File: src/rtl/mux_operand_sequencer.sv
// Operand sequencer: buffers four upstream words, then steps a 4-to-1 mux select through a
// programmable order, one step per downstream handshake.
module mux_operand_sequencer #(
   parameter int unsigned WIDTH = 8
) (
   input  logic             clk,
   input  logic             rst_n,
   input  logic             flush,
   input  logic             in_valid,
   output logic             in_ready,
   input  logic [WIDTH-1:0] in_data,
   input  logic [7:0]       sel_order,
   output logic [WIDTH-1:0] op0,
   output logic [WIDTH-1:0] op1,
   output logic [WIDTH-1:0] op2,
   output logic [WIDTH-1:0] op3,
   output logic             sel1,
   output logic             sel0,
   output logic             sel_valid,
   input  logic             sel_ready,
   output logic             frame_done
);

   typedef enum logic {StFill, StDrain} state_t;

   state_t           state_q, state_d;
   logic [1:0]       fill_q, fill_d;
   logic [1:0]       step_q, step_d;
   logic [7:0]       order_q, order_d;
   logic             done_q, done_d;
   logic [WIDTH-1:0] ent_q [4];
   logic             wr_en;
   logic [1:0]       sel_cur;

   // Flush discards any handshake presented in the same cycle.
   always_comb begin
      state_d = state_q;
      fill_d  = fill_q;
      step_d  = step_q;
      order_d = order_q;
      done_d  = 1'b0;
      wr_en   = 1'b0;
      if (flush) begin
         state_d = StFill;
         fill_d  = 2'd0;
         step_d  = 2'd0;
      end else begin
         unique case (state_q)
            StFill: begin
               if (in_valid) begin
                  wr_en  = 1'b1;
                  fill_d = fill_q + 2'd1;
                  if (fill_q == 2'd3) begin
                     order_d = sel_order;
                     state_d = StDrain;
                     step_d  = 2'd0;
                     fill_d  = 2'd0;
                  end
               end
            end
            StDrain: begin
               if (sel_ready) begin
                  if (step_q == 2'd3) begin
                     done_d  = 1'b1;
                     state_d = StFill;
                     step_d  = 2'd0;
                     fill_d  = 2'd0;
                  end else begin
                     step_d = step_q + 2'd1;
                  end
               end
            end
            default: state_d = StFill;
         endcase
      end
   end

   always_ff @(posedge clk or negedge rst_n) begin
      if (!rst_n) begin
         state_q <= StFill;
         fill_q  <= 2'd0;
         step_q  <= 2'd0;
         order_q <= 8'd0;
         done_q  <= 1'b0;
         for (int i = 0; i < 4; i++) ent_q[i] <= '0;
      end else begin
         state_q <= state_d;
         fill_q  <= fill_d;
         step_q  <= step_d;
         order_q <= order_d;
         done_q  <= done_d;
         if (wr_en) ent_q[fill_q] <= in_data;
      end
   end

   assign sel_cur = order_q[{step_q, 1'b0} +: 2];

   always_comb begin
      in_ready   = (state_q == StFill);
      sel_valid  = (state_q == StDrain);
      sel1       = sel_valid & sel_cur[1];
      sel0       = sel_valid & sel_cur[0];
      frame_done = done_q;
      op0        = ent_q[0];
      op1        = ent_q[1];
      op2        = ent_q[2];
      op3        = ent_q[3];
   end

endmodule

File: config.mk
export PLATFORM = sky130hd
export DESIGN_NAME = mux_operand_sequencer
export DESIGN_NICKNAME = d
export VERILOG_FILES = /design/src/rtl/mux_operand_sequencer.sv
export SDC_FILE = /design/constraint.sdc
export NUM_CORES = 1
export LEC_CHECK = 0
export CORE_MARGIN = 2
export CORE_UTILIZATION = 35
export CTS_CLUSTER_DIAMETER = 100
export CTS_CLUSTER_SIZE = 30
export DETAILED_ROUTE_END_ITERATION = 10
export DONT_BUFFER_PORTS = 1
export SYNTH_ARGS = -nofsm -noshare
export SYNTH_HDL_FRONTEND = slang
export SYNTH_SLANG_ARGS = --single-unit
File: constraint.sdc
create_clock -name clk -period 4 [get_ports clk]
set_input_delay 0.8 -clock clk [delete_from_list [all_inputs] [get_ports clk]]
set_output_delay 0.8 -clock clk [all_outputs]
set_load 0.02 [all_outputs]
==> impl_metrics.csv, run 1 <==
group,metric,value,unit
cts,htree_levels,2,
sta,fin_tns_setup,0,ps
cts,cts.path.max_buffers,2,
sta,finClkSkew,9.20,ps
power,p_per_area,581,nW/um2
synth,synth_area_per_cell,15.8,um2
global_route,grt_pass1_vias,1144,
critical_path,crit_chain,"mux4_2, and2_1",
place,portBuffers,0,
cts,clock-sinks,46,
finish,fillers,516,
drt,drtIter0Drc,33,
critical_path,timing.rr.end,"order_q[4]",
critical_path,crit_required,3200,ps
floorplan,die_w,79.2,um
power,p_leak,0.000966,uW
sta,layout_min_cycle_time,2370,ps
place,post-dp-hpwl,2680,um
cts,cts_tree,"done",
synth,ys_ff_latch,46,
finish,finalNonFillerCells,199,
drt,vias,1035,
sta,grt_setup_unrepaired,"no",
drt,via_per_inst,5.20,
sta,hold_viol,0,
drt,wl_per_cell,19.1,um
critical_path,ff2ff_setup_slack,1700,ps
drt,drc_errors,0,
synth,yosysWarnings,0,
global_route,grt_remaining_overflow,0,
sta,finalCritPeriodShare,0.592,
global_route,antenna_found_initial,0,
critical_path,end_kind,"output port",
critical_path,arrival,1570,ps
cts,post-cts-setup-buffers,0,
worst_hold_path,hold_path.class,"in2async",
synth,ys_types,23,
critical_path,rr_worst_depth,3,
floorplan,fp.dieH,79.2,um
cts,numCtsBuffers,5,
synth,syn_inst,125,
floorplan,rows,27,
cts,cts_root_buffer,"clkbuf_8",
drt,dr.pass1.iters,4,
drt,postRouteAntennaNets,0,
cts,clkTransAtPathRegs,80,ps
place,place_congestion,0.715,
finish,nNetsFinal,154,
critical_path,slowest_stage,"mux4_2",
global_route,grt_max_degree,47,
global_route,grt_pass1_wl,6150,um
cts,cts.hold.buffers_added,0,
synth,ys_seq_area_frac,0.582,
critical_path,worst-path-max-fanout,6,
flow_run,drv_cap,0,
finish,layout_commonest_cell,"dfrtp_1",
floorplan,start_util,0.361,
floorplan,core_area,5470,um2
power,ir_drop,0.173,mV
critical_path,path_class,"reg2out",
cts,clock_latency,290,ps
status,status,"completed",
finish,regArea,1150,um2
sta,worst_pin_slew,992,ps
sta,maxSlewViolCount,0,
finish,layout_common_cells,"dfrtp_1 (46), mux2_2 (31), mux2_4 (9)",
sta,slew-limit-headroom,0.339,
critical_path,critPathTopFamily,"multiplexers",
critical_path,r2r_start,"sel_valid",
critical_path,setup.worst_path.start_class,"flip-flop",
floorplan,die_area,6270,um2
cts,cts_resized,0,
finish,drive_gt1_frac,0.433,
place,place_inst,192,
drt,finalWirelength,3800,um
synth,syn_nets,152,
synth,netlist_area,1980,um2
global_route,grt_usage,0.131,
sta,fmax,422,MHz
finish,area_growth_syn_to_layout,7.53,%
critical_path,max_stage_delay,540,ps
finish,diodes,0,
floorplan,pin_count,58,
critical_path,worst-path-buf-inv,0,
finish,multi_input_area,761,um2
sta,setup_viol,0,
[how the worst max path moves through the flow]
stage / slack (ps) / from / to / depth (start not counted)
2_1_floorplan: 2040 / step_q[0] / sel1 / 2
3_3_place_gp: 1580 / flush / order_q[1] / 3
3_5_place_dp: 1370 / flush / order_q[4] / 3
4_1_cts: 1600 / sel_valid / order_q[4] / 3
5_1_grt: 1470 / sel_valid / order_q[1] / 3
6_report: 1630 / step_q[0] / sel1 / 2
[per-stage QoR]
step | worst slack (ps) | utilization | total power, uW | hold slack, ps | area (um2)
2_1_floorplan | 2040 | - | 862 | 475 | 1980
3_3_place_gp | 1580 | 0.368 | 888 | 486 | 2010
3_5_place_dp | 1370 | 0.368 | 904 | 491 | 2010
4_1_cts | 1600 | 0.388 | 1260 | 182 | 2130
5_1_grt | 1470 | 0.388 | 1300 | 167 | 2130
6_report | 1630 | 0.388 | 1240 | 194 | 2130
[area by class of cell]
| cell class | instances | share of cell area |
|---|---|---|
| clock inverter | 1 | 0.0141 |
| sequential | 46 | 0.541 |
| tap | 72 | 0.0424 |
| multi-input combinational | 71 | 0.358 |
| inverter | 3 | 0.00530 |
| clock buffer | 6 | 0.0388 |
[layer usage]
metal / track usage / part of all wire / wire [um]
met5: 0 / 0 / 0
met2: 0.220 / 0.50 / 1910
met1: 0.149 / 0.38 / 1430
met4: 0.0483 / 0.019 / 71
met3: 0.0534 / 0.10 / 385
[logic make-up after synthesis]
kind of cell,share of synthesized area
buf+inv,0.0329
simple gates,0.0576
fa+ha+maj,0.0380
compound gates,0.0215
mux,0.268
flops,0.582
[sequential cells by signal, indices dropped and copies added, names as in the netlist]
register	count
frame_done	1
sel_valid	1
order_q	8
op1	8
fill_q	2
op0	8
op3	8
step_q	2
op2	8
[cell usage after synthesis (all sizes together)]
cell | count | area (um2)
or2 | 1 | 6.26
nand2 | 1 | 3.75
a22o | 1 | 10.0
and2 | 6 | 41.3
and3 | 1 | 6.26
nor3b | 3 | 27.5
or3 | 1 | 6.26
mux4 | 2 | 45.0
nand3 | 3 | 15.0
dfrtp | 46 | 1150
mux2 | 40 | 484
buf | 5 | 53.8
ha | 6 | 75.1
a211oi | 2 | 15.0
nand3b | 1 | 7.51
a21o | 1 | 7.51
inv | 3 | 11.3
a21oi | 2 | 10.0
[where the power goes]
part	internal, uW	switching [uW]
logic	94.9	37.6
registers	570	185
clock network	200	147
total	865	370
Note: power is estimated with default switching activity, not from simulation.
==> inputs of run 2 (changes only) <==
- clock period: 4 -> 2 ns (I/O delays scaled with it)
==> run 2 against run 1 <==
  * Wire length up 2.3%
  * First-iteration DRC count up 39%
  * Die area unchanged
  * Largest power group unchanged
==> impl_metrics.csv, run 2 (same netlist as run 1, synthesis figures left out) <==
group,metric,value,unit
finish,finalNonFillerCells,205,
sta,maxSlewViolCount,0,
drt,postRouteAntennaNets,0,
sta,finalCritPeriodShare,0.938,
worst_hold_path,min_to,"step_q[0]",
worst_hold_path,hold_path.class,"in2reg",
global_route,grt_remaining_overflow,0,
global_route,antenna_found_initial,0,
sta,fmax,533,MHz
finish,layout_commonest_cell,"dfrtp_1",
place,post-dp-hpwl,2760,um
sta,setup_viol,0,
critical_path,crit_required,1600,ps
finish,fillers,529,
global_route,grt_pass1_vias,1228,
cts,cts_tree,"done",
place,post-place-ws,386,ps
finish,diodes,0,
global_route,grt_max_degree,47,
critical_path,end_kind,"output port",
worst_hold_path,worstHoldStart,"flush",
cts,clock_latency,290,ps
sta,grt_setup_unrepaired,"no",
place,place_inst,195,
worst_hold_path,hold_path_depth,1,
critical_path,r2r_start,"sel_valid",
sta,whs,160,ps
floorplan,pin_count,58,
global_route,grt_pass1_wl,6220,um
finish,drive_gt1_frac,0.459,
sta,finClkSkew,2.90,ps
cts,htree_levels,2,
finish,nNetsFinal,159,
critical_path,worst-path-max-fanout,6,
sta,worst_pin_slew,328,ps
cts,clock-sinks,46,
place,place_congestion,0.751,
critical_path,setup.worst_path.start_class,"flip-flop",
critical_path,ff2ff_setup_slack,440,ps
finish,multi_input_area,761,um2
critical_path,rr_worst_depth,4,
critical_path,path_class,"reg2out",
drt,wl_per_cell,19.0,um
sta,slew-limit-headroom,0.780,
drt,drc_errors,0,
power,p_per_area,1120,nW/um2
critical_path,arrival,1480,ps
drt,via_per_inst,5.10,
power,p_leak,0.000995,uW
sta,setup_ws,125,ps
floorplan,fp.dieH,79.2,um
sta,fin_tns_setup,0,ps
critical_path,crit_chain,"mux4_2, and2_1",
sta,layout_min_cycle_time,1880,ps
drt,drtIter0Drc,46,
status,status,"completed",
floorplan,die_area,6270,um2
flow_run,drv_cap,0,
finish,regArea,1150,um2
place,portBuffers,0,
critical_path,timing.rr.end,"order_q[1]",
floorplan,core_area,5470,um2
drt,dr.pass1.iters,5,
floorplan,start_util,0.361,
finish,area_growth_syn_to_layout,10.3,%
global_route,grt_usage,0.134,
cts,numCtsBuffers,5,
floorplan,rows,27,
cts,post-cts-setup-buffers,0,
cts,cts.path.max_buffers,2,
floorplan,die_w,79.2,um
cts,cts_root_buffer,"clkbuf_8",
finish,layout_common_cells,"dfrtp_1 (45), mux2_2 (31), mux2_4 (9)",
cts,clkTransAtPathRegs,80,ps
power,total_power,2430,uW
drt,finalWirelength,3890,um
sta,hold_viol,0,
power,ir_drop,0.382,mV
critical_path,slowest_stage,"mux4_2",
critical_path,max_stage_delay,510,ps
drt,vias,1045,
==> run 2: cell types whose count changed in the layout (fill, tap and decap cells not counted) <==
cell	previous run	this run
dfrtp_2	0	1
dlygate4sd3_1	0	1
clkinv_4	0	1
clkbuf_8	6	7
bufinv_16	1	0
buf_16	0	1
buf_4	0	3
dfrtp_1	46	45
==> run 2: per-stage QoR <==
| step | util | area [um2] |
|---|---|---|
| floorplan | - | 1980 |
| global placement | 0.372 | 2040 |
| detailed placement | 0.372 | 2040 |
| CTS | 0.398 | 2180 |
| global route | 0.398 | 2180 |
| finish | 0.398 | 2180 |
==> run 2: timing repair <==
item / CTS / global route
resized for setup: 0 / 1
hold buffers: 2 / 0
endpoints found under the setup margin: 0 / 2
hold endpoints to repair: 46 / 0
==> run 2: power by group <==
part	switching, uW	internal, uW	total (uW)
sequential	378	1140	1520
combinational	96.3	197	294
clock	303	317	620
total	777	1650	2430
==> run 2: layout make-up <==
class,instances,area share
Timing Repair Buffer,5,0.0276
Multi-Input combinational cell,71,0.349
Clock buffer,7,0.0442
Clock inverter,1,0.00402
Inverter,3,0.00517
Tap cell,72,0.0413
Sequential cell,46,0.529
==> run 2: per-layer routing <==
metal | up-vias | GRT usage | share of wire
li1 | 453 | - | -
met1 | 523 | 0.140 | 0.38
met2 | 60 | 0.240 | 0.51
met3 | 9 | 0.0511 | 0.089
met4 | 0 | 0.0534 | 0.018
met5 | - | 0 | 0
==> run 2: critical path, delay by kind of cell (launching register included) <==
| family | cells | cell delay (ps) |
|---|---|---|
| simple gates | 1 | 240 |
| flops | 1 | 440 |
| mux | 1 | 510 |
==> run 2: worst max-delay path by stage <==
stage / start / to / slack [ps]
final: step_q[0] / sel1 / 120
after global routing: step_q[0] / sel1 / 60
after CTS: step_q[0] / sel1 / 50
after detailed placement: step_q[0] / sel1 / 390
after global placement: step_q[0] / sel1 / 400
after floorplan: sel_valid / op3[0] / 390
==> inputs of run 3 (changes only) <==
==> constraint.sdc (replaced) <==
create_clock -name clk -period 1.63 [get_ports clk]
set_input_delay 0.2445 -clock clk [delete_from_list [all_inputs] [get_ports clk]]
set_output_delay 0.2445 -clock clk [all_outputs]
set_load 0.02 [all_outputs]
==> run 3 against run 2 <==
  * The run now ends with setup timing left
  * Clock skew grew 1.1 ps
  * Combinational power is 24% higher
  * Hold slack lost 71 ps
  * Core utilization increased by 0.94 points
  * Sequential cell count unchanged
  * Non-clock buffer count up 2
  * Global-route usage down 0.28 points
  * Die area is the same
  * Cell count up 0.98%
  * Register-to-register slack got worse by 330 ps
  * Total power grew 26%
  * Largest cell class unchanged
==> impl_metrics.csv, run 3 (same netlist as run 1, synthesis figures left out) <==
group,metric,value,unit
finish,multi_input_area,774,um2
sta,slew-limit-headroom,0.806,
worst_hold_path,hold_path_depth,1,
cts,cts_root_buffer,"clkbuf_8",
cts,clkTransAtPathRegs,90,ps
global_route,grt_pass1_wl,6140,um
sta,hold_viol,0,
sta,maxSlewViolCount,0,
floorplan,pin_count,58,
critical_path,rr_worst_depth,3,
finish,diodes,0,
power,p_leak,0.00102,uW
finish,nNetsFinal,161,
worst_hold_path,hold_path.class,"in2reg",
worst_hold_path,min_to,"op3[0]",
global_route,grt_usage,0.131,
sta,fmax,603,MHz
floorplan,core_area,5470,um2
global_route,grt_pass1_vias,1186,
drt,via_per_inst,5.07,
critical_path,ff2ff_setup_slack,110,ps
cts,numCtsBuffers,5,
finish,fillers,531,
power,p_seq_frac,0.606,
status,violations,"setup timing",
cts,clock-sinks,46,
sta,worst_pin_slew,289,ps
floorplan,start_util,0.361,
place,place_area,2040,um2
cts,htree_levels,2,
finish,regArea,1150,um2
sta,setup_ws,-28.8,ps
worst_hold_path,worstHoldStart,"in_data[0]",
flow_run,drv_cap,0,
sta,setup_viol,2,
finish,drive_gt1_frac,0.481,
power,pwr-share-clk,0.275,
critical_path,end_kind,"output port",
critical_path,worst-path-max-fanout,3,
power,p_per_area,1380,nW/um2
sta,grt_setup_unrepaired,"yes",
drt,drc_errors,0,
drt,drtIter0Drc,41,
drt,wl_per_cell,18.5,um
critical_path,setup.worst_path.start_class,"flip-flop",
critical_path,timing.rr.end,"op2[5]",
critical_path,crit_required,1390,ps
finish,layout_common_cells,"dfrtp_1 (45), mux2_2 (31), mux2_4 (9)",
drt,finalWirelength,3830,um
power,swShare,0.314,
cts,cts.path.max_buffers,2,
drt,vias,1049,
drt,dr.pass1.iters,4,
status,status,"complete, but fails checks",
drt,postRouteAntennaNets,0,
global_route,grt_max_degree,47,
power,power.internal,2110,uW
place,place_congestion,0.710,
floorplan,die_w,79.2,um
critical_path,arrival,1410,ps
sta,layout_min_cycle_time,1660,ps
power,ir_drop,0.432,mV
sta,finClkSkew,4.01,ps
critical_path,worstSetupStartpoint,"step_q[0]",
floorplan,die_area,6270,um2
global_route,grt_remaining_overflow,0,
place,post-dp-hpwl,2760,um
floorplan,fp.dieH,79.2,um
floorplan,rows,27,
power,comb_power_share,0.119,
cts,cts_tree,"done",
finish,finalInstanceArea,2230,um2
power,netSwitchingPower,966,uW
finish,layout_commonest_cell,"dfrtp_1",
finish,area_growth_syn_to_layout,12.8,%
cts,clock_latency,300,ps
global_route,antenna_found_initial,0,
place,post-place-ws,40.0,ps
sta,finalCritPeriodShare,1.02,
critical_path,r2r_start,"sel_valid",
critical_path,path_class,"reg2out",
place,portBuffers,0,
## run 3: cell count changes in the layout (fill, tap and decap cells not counted), sizes merged
cell / before / now
buf: 4 / 5
bufinv: 0 / 1
inv: 3 / 4
dlygate4sd3: 1 / 2
clkbuf: 7 / 5
## run 3: critical path: stages, from the launching register on
cell,delay [ps]
dfrtp_2,410
mux4_2,500
and2_4,200
## run 3: stage by stage
step / cells / hold WS (ps) / power, uW / util / TNS [ps]
6_report: 207 / 89.7 / 3070 / 0.408 / -54.6
5_1_grt: 207 / 69.4 / 3210 / 0.408 / -143
4_1_cts: 206 / 78.8 / 3110 / 0.405 / -86.7
3_5_place_dp: 194 / -50.0 / 2220 / 0.373 / 0
3_3_place_gp: 194 / -50.0 / 2180 / 0.373 / 0
2_1_floorplan: 125 / -51.1 / 2120 / - / 0
## run 3: final cells by class
| cell class | count | share of cell area |
|---|---|---|
| timing repair buffer | 7 | 0.0404 |
| sequential | 46 | 0.517 |
| inverter | 3 | 0.00505 |
| tap | 72 | 0.0404 |
| multi-input combinational | 71 | 0.347 |
| clock inverter | 3 | 0.0196 |
| clock buffer | 5 | 0.0308 |
## run 3: per-layer routing
| layer | wire length (um) | track usage | share of wire |
|---|---|---|---|
| met5 | 0 | 0 | 0 |
| met3 | 366 | 0.0489 | 0.095 |
| met1 | 1470 | 0.146 | 0.38 |
| met2 | 1950 | 0.223 | 0.51 |
| met4 | 50 | 0.0569 | 0.013 |
## run 3: power by group through the flow
stage	combinational [uW]	sequential (uW)	clock, uW
5_1_grt	405	1890	920
4_1_cts	371	1870	872
2_1_floorplan	294	1820	0
3_3_place_gp	309	1870	0
3_5_place_dp	333	1890	0
6_report	366	1860	846
## run 3: worst max-delay path by stage
stage	end	depth (start not counted)
6_report	sel0	2
5_1_grt	sel0	2
4_1_cts	sel0	2
3_5_place_dp	order_q[4]	4
3_3_place_gp	sel1	2
2_1_floorplan	op3[0]	5
## run 3: what timing repair did
item | in CTS | in global routing
endpoints found under the setup margin | 2 | 42
setup buffers | 1 | 1
pin swaps | 1 | 1
hold buffers | 3 | 0
gates resized for setup | 5 | 2
hold endpoints to repair | 49 | 0
